<file path="src/rtl/mul_nibble_seq_ctrl.sv">
// Sequential OPW x OPW unsigned multiplier built from one external 4x4 array multiplier.
// Optional macro ZERO_SKIP_EN: a zero operand bypasses RUN and goes straight to DONE with product 0.
module mul_nibble_seq_ctrl #(
  parameter int OPW = 8
) (
  input  logic              clk,
  input  logic              rst_n,
  input  logic              in_valid,
  output logic              in_ready,
  input  logic [OPW-1:0]    in_a,
  input  logic [OPW-1:0]    in_b,
  output logic              out_valid,
  input  logic              out_ready,
  output logic [2*OPW-1:0]  out_p,
  output logic              busy,
  output logic [3:0]        m_a,
  output logic [3:0]        m_b,
  input  logic [7:0]        m_p
);

  // state  | meaning
  // IDLE   | waiting for an operand pair, in_ready high
  // RUN    | one nibble pair per cycle through the 4x4 multiplier, accumulating
  // DONE   | product presented on out_p until the consumer takes it

  localparam int C  = OPW / 4;
  localparam int N  = C * C;
  localparam int PW = 2 * OPW;
  localparam int CW = (C > 1) ? $clog2(C) : 1;
  localparam int KW = (N > 1) ? $clog2(N) : 1;

  typedef enum logic [1:0] {S_IDLE, S_RUN, S_DONE} state_t;

  state_t          state;
  logic [KW-1:0]   k;
  logic [CW-1:0]   ic, jc;
  logic [OPW-1:0]  opa, opb;
  logic [PW-1:0]   acc;

  logic [PW-1:0]   pp, acc_sum;
  logic [CW-1:0]   ic_nxt, jc_nxt;
  logic            last_step, col_wrap, skip;

  function automatic logic [3:0] nib(input logic [OPW-1:0] v, input logic [CW-1:0] idx);
    logic [OPW-1:0] s;
    s = v >> (4 * int'(idx));
    return s[3:0];
  endfunction

  // ic/jc track i = k % C and j = k / C without a divider.
  always_comb begin
    pp        = {{(PW-8){1'b0}}, m_p} << (4 * (int'(ic) + int'(jc)));
    acc_sum   = acc + pp;
    last_step = (k == KW'(N - 1));
    col_wrap  = (ic == CW'(C - 1));
    ic_nxt    = col_wrap ? '0 : ic + 1'b1;
    jc_nxt    = col_wrap ? jc + 1'b1 : jc;
  end

`ifdef ZERO_SKIP_EN
  assign skip = (in_a == '0) || (in_b == '0);
`else
  assign skip = 1'b0;
`endif

  always_ff @(posedge clk or negedge rst_n) begin
    if (!rst_n) begin
      state     <= S_IDLE;
      k         <= '0;
      ic        <= '0;
      jc        <= '0;
      opa       <= '0;
      opb       <= '0;
      acc       <= '0;
      out_valid <= 1'b0;
      out_p     <= '0;
      busy      <= 1'b0;
      in_ready  <= 1'b1;
      m_a       <= '0;
      m_b       <= '0;
    end else begin
      case (state)
        S_IDLE: begin
          if (in_valid && in_ready) begin
            opa      <= in_a;
            opb      <= in_b;
            acc      <= '0;
            k        <= '0;
            ic       <= '0;
            jc       <= '0;
            in_ready <= 1'b0;
            busy     <= 1'b1;
            if (skip) begin
              state     <= S_DONE;
              out_valid <= 1'b1;
              out_p     <= '0;
            end else begin
              state <= S_RUN;
              m_a   <= in_a[3:0];
              m_b   <= in_b[3:0];
            end
          end
        end
        S_RUN: begin
          acc <= acc_sum;
          if (last_step) begin
            state     <= S_DONE;
            out_valid <= 1'b1;
            out_p     <= acc_sum;
            m_a       <= '0;
            m_b       <= '0;
          end else begin
            // Nibbles are registered one cycle ahead so m_p is valid for the current k.
            k   <= k + 1'b1;
            ic  <= ic_nxt;
            jc  <= jc_nxt;
            m_a <= nib(opa, ic_nxt);
            m_b <= nib(opb, jc_nxt);
          end
        end
        S_DONE: begin
          if (out_ready) begin
            state     <= S_IDLE;
            out_valid <= 1'b0;
            busy      <= 1'b0;
            in_ready  <= 1'b1;
          end
        end
        default: begin
          state    <= S_IDLE;
          busy     <= 1'b0;
          in_ready <= 1'b1;
        end
      endcase
    end
  end

endmodule

</file>
<file path="config.mk">
export PLATFORM = sky130hd
export DESIGN_NAME = mul_nibble_seq_ctrl
export DESIGN_NICKNAME = d
export VERILOG_FILES = /design/src/rtl/mul_nibble_seq_ctrl.sv
export SDC_FILE = /design/constraint.sdc
export NUM_CORES = 1
export LEC_CHECK = 0
export CAP_MARGIN = 20
export CORE_MARGIN = 3
export CORE_UTILIZATION = 45
export DETAILED_ROUTE_END_ITERATION = 10
export PLACE_DENSITY_LB_ADDON = 0.15
export SYNTH_ARGS = -nofsm -noshare
export SYNTH_HDL_FRONTEND = slang
export SYNTH_SLANG_ARGS = --single-unit
</file>
<file path="constraint.sdc">
create_clock -name clk -period 4.9 [get_ports clk]
set_clock_uncertainty 0.1 [all_clocks]
set_input_delay 1.225 -clock clk [delete_from_list [all_inputs] [get_ports clk]]
set_output_delay 1.225 -clock clk [all_outputs]
set_load 0.05 [all_outputs]
</file>
Yosys cells after proc, flatten, opt, wreduce, memory -nomap -nowiden
Cells that the tools add are included.
- bits in latches: 0
- bits in registers: 65
- RAM bits: 0
- memories kept: 0
- ROM bits: 0
- logic and storage cells: 69
- add/subtract/negate cells: 5
- mux-type cells: 29
- equal/unequal tests: 7
- bitwise operators: 1
- reduce and logical (&&, ||, !) cells: 11
- magnitude comparators: 0
- multipliers: 0
- divide/modulo/power cells: 0
- shift operators: 3
- operators by type and width (operator ; number):
    16-bit one-hot mux with 2 select lines ; 1
    16-bit adder ; 1
    16-bit two-way mux ; 1
    4-bit two-way mux ; 4
    4-bit one-hot mux with 2 select lines ; 2
    8-bit by 4-bit << shifter with 16-bit output ; 1
    8-bit by 3-bit >> shifter with 4-bit output ; 2
    3-bit AND reduction ; 4
    2-bit two-way mux ; 5
    1-bit two-way mux ; 9
    2-bit != test, second input constant ; 4
    1-bit one-hot mux with 2 select lines ; 3
    1-bit one-hot mux with 3 select lines ; 2
    2-bit one-hot mux with 3 select lines ; 1
    2-bit AND reduction ; 3
    2-bit equality test, second input constant ; 2
    2-bit one-hot mux with 2 select lines ; 1
    2-bit nonzero test ; 2
    1-bit adder, second input constant ; 2
    1-bit by 1-bit adder with 2-bit output ; 1
    2-bit by 1-bit adder with 2-bit output, second input constant ; 1
    2-bit by 1-bit equality test with 1-bit output, second input constant ; 1
    2-bit zero test ; 1
    1-bit logical AND ; 1
    1-bit NOT ; 1

Logic depth before layout (Yosys ltp)
- depth after elaboration: 5
- mapped depth: 11

Worst setup path after synthesis
Ideal clock, no wire load.
- kind: register -> register
- start: register jc
- end: register acc[14]
- path buffers: 1
- required time: 4.705 ns
- period minus slack after synthesis: 3.278 ns
- slack: 1.622 ns
- data arrival time: 3.083 ns
- stages on the path, launching flop included: 12
- path through: dfrtp_1 > ha_1 > buf_1 > nor2_1 > and2_1 > ha_1 > fa_1 > a21o_1 > a221oi_2 > nor4_1 > o31a_1 > o31ai_1
- longest elaborated chain between the ends: 4
- ends and longest elaborated chain (element ; line ; RTL):
    from (decl) ; 36 ; logic [CW-1:0] ic, jc;
    from (signal assigned) ; 116 ; jc <= jc_nxt;
    1-bit by 1-bit adder with 2-bit output ; 52 ; pp = {{(PW-8){1'b0}}, m_p} << (4 * (int'(ic) + int'(jc)));
    8-bit by 4-bit << shifter with 16-bit output ; 52 ;
    16-bit adder ; 53 ; acc_sum = acc + pp;
    16-bit one-hot mux with 2 select lines ; 82 ; case (state)
    to (signal assigned) ; 105 ; acc <= acc_sum;
    to (decl) ; 38 ; logic [PW-1:0] acc;
Every way passes these cells.
A chain may end at the register's enable or synchronous reset.

Worst setup path after layout
- start: register ic (netlist: col_wrap)
- end: register acc[14]
- longest elaborated chain between the ends: 4
- ends and longest elaborated chain (element ; line ; RTL):
    from (decl) ; 36 ;
    from (signal assigned) ; 115 ; ic <= ic_nxt;
    1-bit by 1-bit adder with 2-bit output ; 52 ;
    8-bit by 4-bit << shifter with 16-bit output ; 52 ;
    16-bit adder ; 53 ;
    16-bit one-hot mux with 2 select lines ; 82 ;
Every way passes these cells.

==> results by group <==
Global route
  • Global route overflow: 0
  • Total GRT Usage: a little over a fifth
  • Largest net degree at the start of global routing: 37
  • Global-route wire length before repair: between 10000 and 15000 µm
  • Antenna violations before repair: 0
  • Vias in the first global route: between 3k and 4k

Yosys
  • Async S/R FF share, synth: 100%
  • Sequential share of the synthesized area: 44.9%
  • Mapped cell area: roughly 3600 µm²
  • Post-synth net total: approximately 460
  • Cells after Synth: 410
  • Synth area leaders: dfrtp_1, nand2_1, ha_1, mux2i_1, o21ai_0
  • Number of synthesized flops with an enable pin: 0
  • Yosys reg bits: 65
  • Synthesized area per cell: ~8.8 µm²
  • Yosys cell types: 45
  • Predominant post-synthesis flop cell: dfrtp_1
  • Post-synth top area share: between 40% and 50%
  • Leading area contributor after synthesis: dfrtp_1
  • Ys Warns: 0

Power
  • Switching Fraction: between 40% and 50%
  • Combinational share of power: 58.1%
  • Pleak: around 2 nW
  • Clk pwr share: 15.0%
  • Net Sw Power: around 1.7 mW
  • Power Density: ~780 nW/µm²
  • Cell-internal power: approximately 1.8 mW
  • Sequential Power Share: 26.9%
  • Maximum vdd drop: about 380 µV

Layout
  • Register area: between 1500 and 2000 µm²
  • # fillers: approximately 720
  • Util after Layout: between 50% and 60%
  • Final nets: 499
  • Commonest non-fill, non-tap cell in the layout: nand2_1
  • Synth-to-Final Area Change: 23.3%
  • Antenna cells: 0
  • Most frequent cells in the layout: nand2_1, dfrtp_1, clkdlybuf4s50_1
  • Share of layout cells above drive strength 1: under 10%
  • Multi-input combinational cell area: approximately 1900 µm²

Clock tree
  • Number of setup buffers added after CTS: 0
  • Clk sink count: 65
  • Post-cts sizing count: 0
  • Cts hold-fix bufs: 0
  • Worst skew pair latency: 340 ps
  • CTS tree: done
  • Total CTS buffers: 9
  • H-tree depth: 3
  • Clk root buf: clkbuf_8
  • Worst-case clock buffer depth: 2
  • Reg clk slew, reported paths: 80 ps

Drt
  • Total Routed Length: 8860 µm
  • ANT nets after route: 0
  • DRC viols: 0
  • Vias/cell: roughly 5.4
  • Drt wl/cell: between 15 and 20 µm
  • Via count: between 3k and 4k
  • TritonRoute pass-1 iters: 4
  • Drt initial violations: ~140

Timing
  • Max-slew headroom: 33.3%
  • Min Tclk post-route: 3720 ps
  • Final Hold Vio Count: 0
  • Slew Viols, Final: 0
  • Fmax: between 200 and 300 MHz
  • RSZ-0062 raised after global routing: no
  • Worst slew pin tran: ~1000 ps
  • Part of the cycle the worst path needs: around 76%
  • Final setup viols: 0
  • Setup TNS: 0 ps

Die
  • Die Wd: about 96 µm
  • Core area: about 7800 µm²
  • Initial Utilization: a little under half
  • # rows: 32
  • DIE AREA: 9170 µm²
  • Num ports: 55
  • Die height: between 90 and 100 µm

Critical path
  • Setup crit start kind: flop
  • CP arrival: roughly 3900 ps
  • Worst Path Max Fanout: 12
  • Critical Path Sink Type: flop
  • Required @ worst endpoint: slightly above 5000 ps
  • Crit Path Class: reg -> reg

Status
  • Outcome: finished, final reports clean

Flow run
  • Max_cap viols: 0

Placement
  • Gpl congestion: 0.969
  • HPWL Detailed: between 6000 and 7000 µm
  • PortBufs: between 50 and 60

Min path
  • HP Class: reg -> reg
## final cells by class
type                    count  share of cell area (%)
clock buffers              10                    3.08
clock inverters             6                    2.02
inverters                   4                   0.336
multi-input cells         316                    42.4
flip-flops and latches     65                    36.4
well taps                 102                    2.86
repair buffers             57                    12.9
## critical path: stages (launching register included)
cell	delay, ps
dfrtp_1	500
ha_1	710
nor2_1	170
and2_1	200
ha_1	220
fa_1	430
a21o_1	240
a221oi_2	350
nor4_1	140
o31a_1	310
o31ai_1	230
## kinds of logic after synthesis
| kind of cell | synth area share (%) |
|---|---|
| AOI/OAI and AO/OA | 16.8 |
| xor gates and xnor gates | 2.17 |
| adders and majority gates | 6.42 |
| buffers and inverters | 3.31 |
| DFF | 44.9 |
| muxes | 3.86 |
| and+or+nand+nor | 22.6 |
## power groups by stage
stage	clock, mW	sequential, mW	combinational, mW
6_report	0.521	0.931	2.01
5_1_grt	0.561	0.961	2.21
4_1_cts	0.533	0.932	2.01
3_5_place_dp	0	0.937	2.01
3_3_place_gp	0	0.934	1.98
2_1_floorplan	0	1.25	1.15
## state kept, by name, indices dropped and copies added (netlist names)
signal and count:
acc 16, out_p 16, opa 8, opb 8, m_a 4, m_b 4
k 2, state 2, busy 1, col_wrap 1, in_ready 1, jc 1
out_valid 1
## cell usage after synthesis (2+ instances only)
cell and instances:
a21o_1 5, xor2_1 5, o211ai_1 12, mux2i_1 14
nor2b_1 7, nor4_1 2, a41oi_1 2, buf_1 2
xnor2_1 4, buf_2 9, o21ai_1 3, clkbuf_1 14
ha_1 17, nand4_1 5, nand3_1 18, nor2_1 19
a211oi_1 2, inv_1 4, a21oi_1 17, and2_1 6
a21boi_0 2, o311a_1 2, nand2b_1 3, o21a_1 2
nor3_1 4, and3_1 5, o31ai_1 6, a22o_1 6
nand2_1 107, dfrtp_1 64, a221oi_1 3, o21ai_0 25
and3b_1 2
## per-layer routing
| metal | track usage, % | wire length, µm | vias up |
|---|---|---|---|
| li1 | - | - | 1526 |
| met1 | 27.4 | 4060 | 1451 |
| met2 | 35.1 | 4310 | 60 |
| met3 | 4.22 | 374 | 9 |
| met4 | 6.87 | 118 | 0 |
| met5 | 0 | 0 | - |
## final timing paths
check | startpoint | to | slack, ps | cells past startpoint
min reg2reg | out_p[4]$_DFFE_PN0P_ | out_p[4]$_DFFE_PN0P_ | 380 | 2
max in group asynchronous | rst_n | opa[5]$_DFFE_PN0P_ | 2940 | 2
max reg2reg | col_wrap$_DFFE_PN0P_ | acc[14]$_DFFE_PN0P_ | 1180 | 10
max | col_wrap$_DFFE_PN0P_ | acc[14]$_DFFE_PN0P_ | 1180 | 10
min in group asynchronous | rst_n | out_p[3]$_DFFE_PN0P_ | 860 | 1
min | out_p[4]$_DFFE_PN0P_ | out_p[4]$_DFFE_PN0P_ | 380 | 2
## stage by stage
step / setup slack, ps / area (µm²) / power [mW] / cells / hold slack, ps
final: 1180 / 4470 / 3.47 / 560 / 379
after global routing: 904 / 4470 / 3.73 / 560 / 403
after global placement: 1020 / 4210 / 2.91 / 543 / 358
after detailed placement: 945 / 4210 / 2.94 / 543 / 363
after floorplan: 1620 / 3630 / 2.39 / 410 / 345
after CTS: 1160 / 4440 / 3.48 / 559 / 382
Power figures use the tool's default switching activity.
